**src/rtl/signed_mult_seq_if.sv**
```systemverilog
// Handshake/operand bundle for signed_mult_seq.
// SIGNED_MODE_SEL_EN adds the per-operation Is_signed select.
interface signed_mult_seq_if #(
  parameter int WIDTH = 8
);
  logic                   Start;
  logic [WIDTH-1:0]       Multiplicand;
  logic [WIDTH-1:0]       Multiplier;
`ifdef SIGNED_MODE_SEL_EN
  logic                   Is_signed;
`endif
  logic [2*WIDTH-1:0]     Product;
  logic                   X;
  logic                   Busy;
  logic                   Done;

  modport master (
    output Start, Multiplicand, Multiplier,
`ifdef SIGNED_MODE_SEL_EN
    output Is_signed,
`endif
    input  Product, X, Busy, Done
  );

  modport slave (
    input  Start, Multiplicand, Multiplier,
`ifdef SIGNED_MODE_SEL_EN
    input  Is_signed,
`endif
    output Product, X, Busy, Done
  );
endinterface

```
**src/rtl/signed_mult_seq.sv**
```systemverilog
// W-bit sequential add/shift multiplier, {X,A,B} shift chain, 2W-cycle latency.
// Define SIGNED_MODE_SEL_EN to add a per-operation signed/unsigned select.
module signed_mult_seq #(
  parameter int WIDTH = 8
) (
  input  logic              Clk,
  input  logic              Reset_n,
  signed_mult_seq_if.slave  bus
);
  localparam int CW = $clog2(WIDTH);
  localparam logic [CW-1:0] LAST = CW'(WIDTH-1);

  typedef enum logic [1:0] {S_IDLE, S_ADD, S_SHIFT, S_DONE} state_t;

  state_t           r_state, w_next;
  logic [WIDTH-1:0] r_a, r_b, r_s;
  logic             r_x;
  logic [CW-1:0]    r_cnt;
  logic             w_sgn;
  logic             w_sub;
  logic [WIDTH:0]   w_ext_a, w_ext_s, w_sum;

`ifdef SIGNED_MODE_SEL_EN
  logic r_sgn;
  always_ff @(posedge Clk) begin
    if (!Reset_n)                          r_sgn <= 1'b0;
    else if (r_state == S_IDLE && bus.Start) r_sgn <= bus.Is_signed;
  end
  assign w_sgn = r_sgn;
`else
  assign w_sgn = 1'b1;
`endif

  always_ff @(posedge Clk) begin
    if (!Reset_n) r_state <= S_IDLE;
    else          r_state <= w_next;
  end

  always_comb begin
    w_next = r_state;
    case (r_state)
      S_IDLE:  if (bus.Start) w_next = S_ADD;
      S_ADD:   w_next = S_SHIFT;
      S_SHIFT: w_next = (r_cnt == LAST) ? S_DONE : S_ADD;
      S_DONE:  w_next = S_IDLE;
      default: w_next = S_IDLE;
    endcase
  end

  // The MSB of the multiplier carries weight -2^(W-1) in two's complement,
  // hence the subtract on the last partial product.
  assign w_sub   = w_sgn && (r_cnt == LAST);
  assign w_ext_a = w_sgn ? {r_a[WIDTH-1], r_a} : {1'b0, r_a};
  assign w_ext_s = w_sgn ? {r_s[WIDTH-1], r_s} : {1'b0, r_s};
  assign w_sum   = w_ext_a + (w_sub ? ~w_ext_s : w_ext_s) + {{WIDTH{1'b0}}, w_sub};

  always_ff @(posedge Clk) begin
    if (!Reset_n) begin
      r_a   <= '0;
      r_b   <= '0;
      r_s   <= '0;
      r_x   <= 1'b0;
      r_cnt <= '0;
    end else begin
      case (r_state)
        S_IDLE: if (bus.Start) begin
          r_s   <= bus.Multiplicand;
          r_b   <= bus.Multiplier;
          r_a   <= '0;
          r_x   <= 1'b0;
          r_cnt <= '0;
        end
        S_ADD: if (r_b[0]) {r_x, r_a} <= w_sum;
        S_SHIFT: begin
          {r_x, r_a, r_b} <= {(w_sgn & r_x), r_x, r_a, r_b[WIDTH-1:1]};
          r_cnt           <= r_cnt + CW'(1);
        end
        default: ;
      endcase
    end
  end

  assign bus.Product = {r_a, r_b};
  assign bus.X       = r_x;
  assign bus.Busy    = (r_state != S_IDLE);
  assign bus.Done    = (r_state == S_DONE);
endmodule
```
**src/flat_wrapper.sv**
```systemverilog
// flat-port wrapper written by rule: the top's interface ports become plain ports
module signed_mult_seq_flat 
#(
  parameter int WIDTH = 8
)
  (Clk, Reset_n, bus_Start, bus_Multiplicand, bus_Multiplier, bus_Product, bus_X, bus_Busy, bus_Done);
  signed_mult_seq_if #(.WIDTH(WIDTH)) bus_i ();
  input  logic Clk;
  input  logic Reset_n;
  input wire logic [$bits(bus_i.Start)-1:0] bus_Start;
  input wire logic [$bits(bus_i.Multiplicand)-1:0] bus_Multiplicand;
  input wire logic [$bits(bus_i.Multiplier)-1:0] bus_Multiplier;
  output wire logic [$bits(bus_i.Product)-1:0] bus_Product;
  output wire logic [$bits(bus_i.X)-1:0] bus_X;
  output wire logic [$bits(bus_i.Busy)-1:0] bus_Busy;
  output wire logic [$bits(bus_i.Done)-1:0] bus_Done;
  assign bus_i.Start = bus_Start;
  assign bus_i.Multiplicand = bus_Multiplicand;
  assign bus_i.Multiplier = bus_Multiplier;
  assign bus_Product = bus_i.Product;
  assign bus_X = bus_i.X;
  assign bus_Busy = bus_i.Busy;
  assign bus_Done = bus_i.Done;
  signed_mult_seq #(.WIDTH(WIDTH)) u_core (.Clk(Clk), .Reset_n(Reset_n), .bus(bus_i));
endmodule
```
**config.mk**
```make
export PLATFORM = sky130hd
export DESIGN_NAME = signed_mult_seq_flat
export DESIGN_NICKNAME = d
export VERILOG_FILES = /design/src/rtl/signed_mult_seq_if.sv /design/src/rtl/signed_mult_seq.sv /design/src/flat_wrapper.sv
export SDC_FILE = /design/constraint.sdc
export NUM_CORES = 1
export LEC_CHECK = 0
export ABC_AREA = 0
export CORE_ASPECT_RATIO = 0.6
export CORE_MARGIN = 2
export CORE_UTILIZATION = 55
export CTS_CLUSTER_DIAMETER = 200
export DETAILED_ROUTE_END_ITERATION = 7
export GPL_TIMING_DRIVEN = 0
export PLACE_DENSITY_LB_ADDON = 0.3
export SLEW_MARGIN = 25
export SYNTH_ARGS = -nofsm -noshare
export SYNTH_HDL_FRONTEND = slang
export SYNTH_SLANG_ARGS = --single-unit
```
**constraint.sdc**
```tcl
create_clock -name Clk -period 4.2 [get_ports Clk]
set_input_delay 0.42 -clock Clk [delete_from_list [all_inputs] [get_ports Clk]]
set_output_delay 0.42 -clock Clk [all_outputs]
set_load 0.02 [all_outputs]
```
==> flow_summary.ini <==
[worst_setup_path]
worstPathCellList = ha_1 -> ha_1 -> buf_6 -> xor2_1 -> inv_1 -> fa_1 -> nand2b_1 -> a21oi_1 -> o21a_1 -> o2111ai_1 -> o311ai_1
rr_startpoint = u_core.r_cnt[0]$_SDFFE_PN0P_
critPathLaunch = u_core.r_cnt[0]$_SDFFE_PN0P_
endpoint_kind = register
cp_top_family = adder cells
cp_max_fo = 9
reg2reg_depth = 11
slowest_stage = fa_1
cp_common_cell = ha_1
cp.buffers_inverters = 2
arrival_ps = 2710
worstSetupPathType = reg2reg
crit_required_ps = 4380
critPathMaxStageDelay_ps = 430
worst_setup_path_start_kind = register
r2r_slack_ps = 1680
r2r-end = u_core.r_a[6]$_SDFFE_PN0P_

[sta]
finalWorstSetupSlack_ps = 1680
setup_violations = 0
whs_ps = 478
slew_viol_final = 0
period_needed_ps = 2520
tightest_slew_ps = 585
relSlewSlack_pct = 61.0
max_freq_mhz = 396
fin_crit_sh_pct = 60.1
hold_viol_final = 0
grt_setup_unrepaired = no
clock_skew_ps = 6.50
fin_setup_tns_ps = 0

[die]
rows = 16
pin_count = 38
start_util_pct = 58.0
die_w_um = 79.7
die_h_um = 49.4
coreArea_mm2 = 0.00326
die-area_mm2 = 0.00394

[cts]
clockBufferDepth = 2
cts_root_buffer = clkbuf_8
numCtsBuffers = 5
clock_sinks = 30
cts_resized = 0
cts_tree = done
htreeDepth = 2
clkLatencyLatePin_ps = 280
postCtsHoldBufs = 0
cts.clk_slew.worst_paths_ps = 60
cts_setup_buffers = 0

[synth]
yosysMostFrequentCell = nand2_1
netlist_area_mm2 = 0.00189
syn-num-nets = 253
synth_cell_types = 45
synthFlopType = dfxtp_1
postSynthAreaPerCell_um2 = 8.60
synthCells = 220
synth.top_cells.by_area = dfxtp_1 32%, ha_1 8.6%, nand2_1 6.2%
synth_seq_cells = 30
ys_async_sr_fraction_pct = 0
post-synth-top-area-cell = dfxtp_1
seq_area_frac_synth_pct = 31.7
ys_warn_count = 0
synthTopCellsByCount = 31 x nand2_1, 30 x dfxtp_1, 15 x nand3_1
synth_top_area_share_pct = 31.7
synth_edf_count = 0

[global_routing]
antenna_found_initial = 0
grtUsageTotal_pct = 27.1
grt_pass1_vias = 1625
grt_pass1_wl_mm = 8.05
overflow = 0
grt_max_degree = 11

[hold_path]
holdPathEnd = u_core.r_s[6]$_SDFFE_PN0P_
hp-class = reg2reg
min-delay-start = u_core.r_s[6]$_SDFFE_PN0P_
worstHoldPathCells = 2

[run_status]
status = finished clean

[placement]
post-place-ws_ps = 1740
port_buffers = 37
routabilityCongestion = 0.914
place_hpwl_mm = 3.49

[detailed_routing]
viasPerCell = 5.74
firstDrtPassIters = 5
drc_errors = 0
wl_per_cell_um = 15.4
postRouteAntennaNets = 0
vias = 1779
drtIter0Drc = 244
wirelength_mm = 4.77

[finish]
area_delta_synth_final_pct = 28.3
fin_util_pct = 74.4
fin_nets = 297
drive_gt1_share_pct = 7.92
antennaDiodeCount = 0

[flow_run]
cap_violations = 0

[power_and_ir_drop]
ir_drop_mv = 0.247
power.leakage_nw = 1.01
report.power.total_w = 0.000925
p_per_area_mw_per_mm2 = 381
-- report_power, final --
part / switching (W) / internal, W / total [W]
combinational: 0.000172 / 0.000126 / 0.000299
sequential: 0.0000266 / 0.000314 / 0.000341
clock: 0.000111 / 0.000174 / 0.000285
-- layout by cell type, fill, tap and decap left out, types with 6 or more instances in the layout --
| master | netlist | layout |
|---|---|---|
| nand2_1 | 31 | 31 |
| xor2_1 | 9 | 9 |
| nand3_1 | 15 | 15 |
| and2_1 | 7 | 7 |
| o211a_1 | 8 | 8 |
| inv_1 | 8 | 8 |
| clkdlybuf4s50_1 | 0 | 37 |
| o21ai_0 | 10 | 10 |
| ha_1 | 13 | 13 |
| dfxtp_1 | 30 | 30 |
| a21oi_1 | 6 | 6 |
| a21boi_0 | 11 | 11 |
| mux2i_1 | 8 | 8 |
-- worst max path at each step --
stage	end	slack, ps	cells after the start
floorplan	u_core.r_a[6]$_SDFFE_PN0P_	1980	11
global route	bus_Busy	1550	5
global placement	u_core.r_a[6]$_SDFFE_PN0P_	1780	11
CTS	bus_Busy	1700	5
detailed placement	u_core.r_a[6]$_SDFFE_PN0P_	1740	11
finish	u_core.r_a[6]$_SDFFE_PN0P_	1680	11
-- metal layers --
layer	vias up	routed length [um]	share of wire, %	GRT usage [%]
met5	-	0	0	0
met4	0	47	0.98	6.90
met3	10	396	8.3	7.22
met2	83	1930	40	36.0
met1	808	2400	50	42.4
li1	878	-	-	-
-- final cells by class --
| cell class | instances | area, um2 |
|---|---|---|
| inverter | 8 | 30.0 |
| timing repair buffer | 37 | 370 |
| fill | 250 | 836 |
| buffer | 11 | 58.8 |
| sequential | 30 | 601 |
| tap | 45 | 56.3 |
| multi-input combinational | 171 | 1200 |
| clock buffer | 5 | 68.8 |
| clock inverter | 3 | 40.0 |
-- cells by family (layout without fill, tap and decap cells) --
kind of cell,after synthesis,count (layout),synth area share [%]
flops,30,30,31.7
simple gates,75,75,20.0
buf+inv,19,64,4.70
xor+xnor,11,11,5.09
compound gates,62,62,23.8
fa+ha+maj,14,14,9.66
mux,9,9,4.96
-- sequential cells by signal (all words and copies together), names as in the netlist --
signal / flops
u_core.r_state: 2
u_core.r_a: 8
u_core.r_s: 8
u_core.bus.X: 1
u_core.r_b: 8
u_core.r_cnt: 3
-- worst register-to-register path: stages, from the launching register on --
cell	delay, ps
dfxtp_1	330
ha_1	200
ha_1	190
buf_6	150
xor2_1	200
inv_1	90
fa_1	430
nand2b_1	190
a21oi_1	250
o21a_1	190
o2111ai_1	110
o311ai_1	90
-- through the flow --
stage	area, um2	std cells
after global routing	2430	310
after CTS	2430	310
after detailed placement	2320	302
after global placement	2320	302
after floorplan	1890	220
final	2430	310
Note: power is estimated with default switching activity, not from simulation.
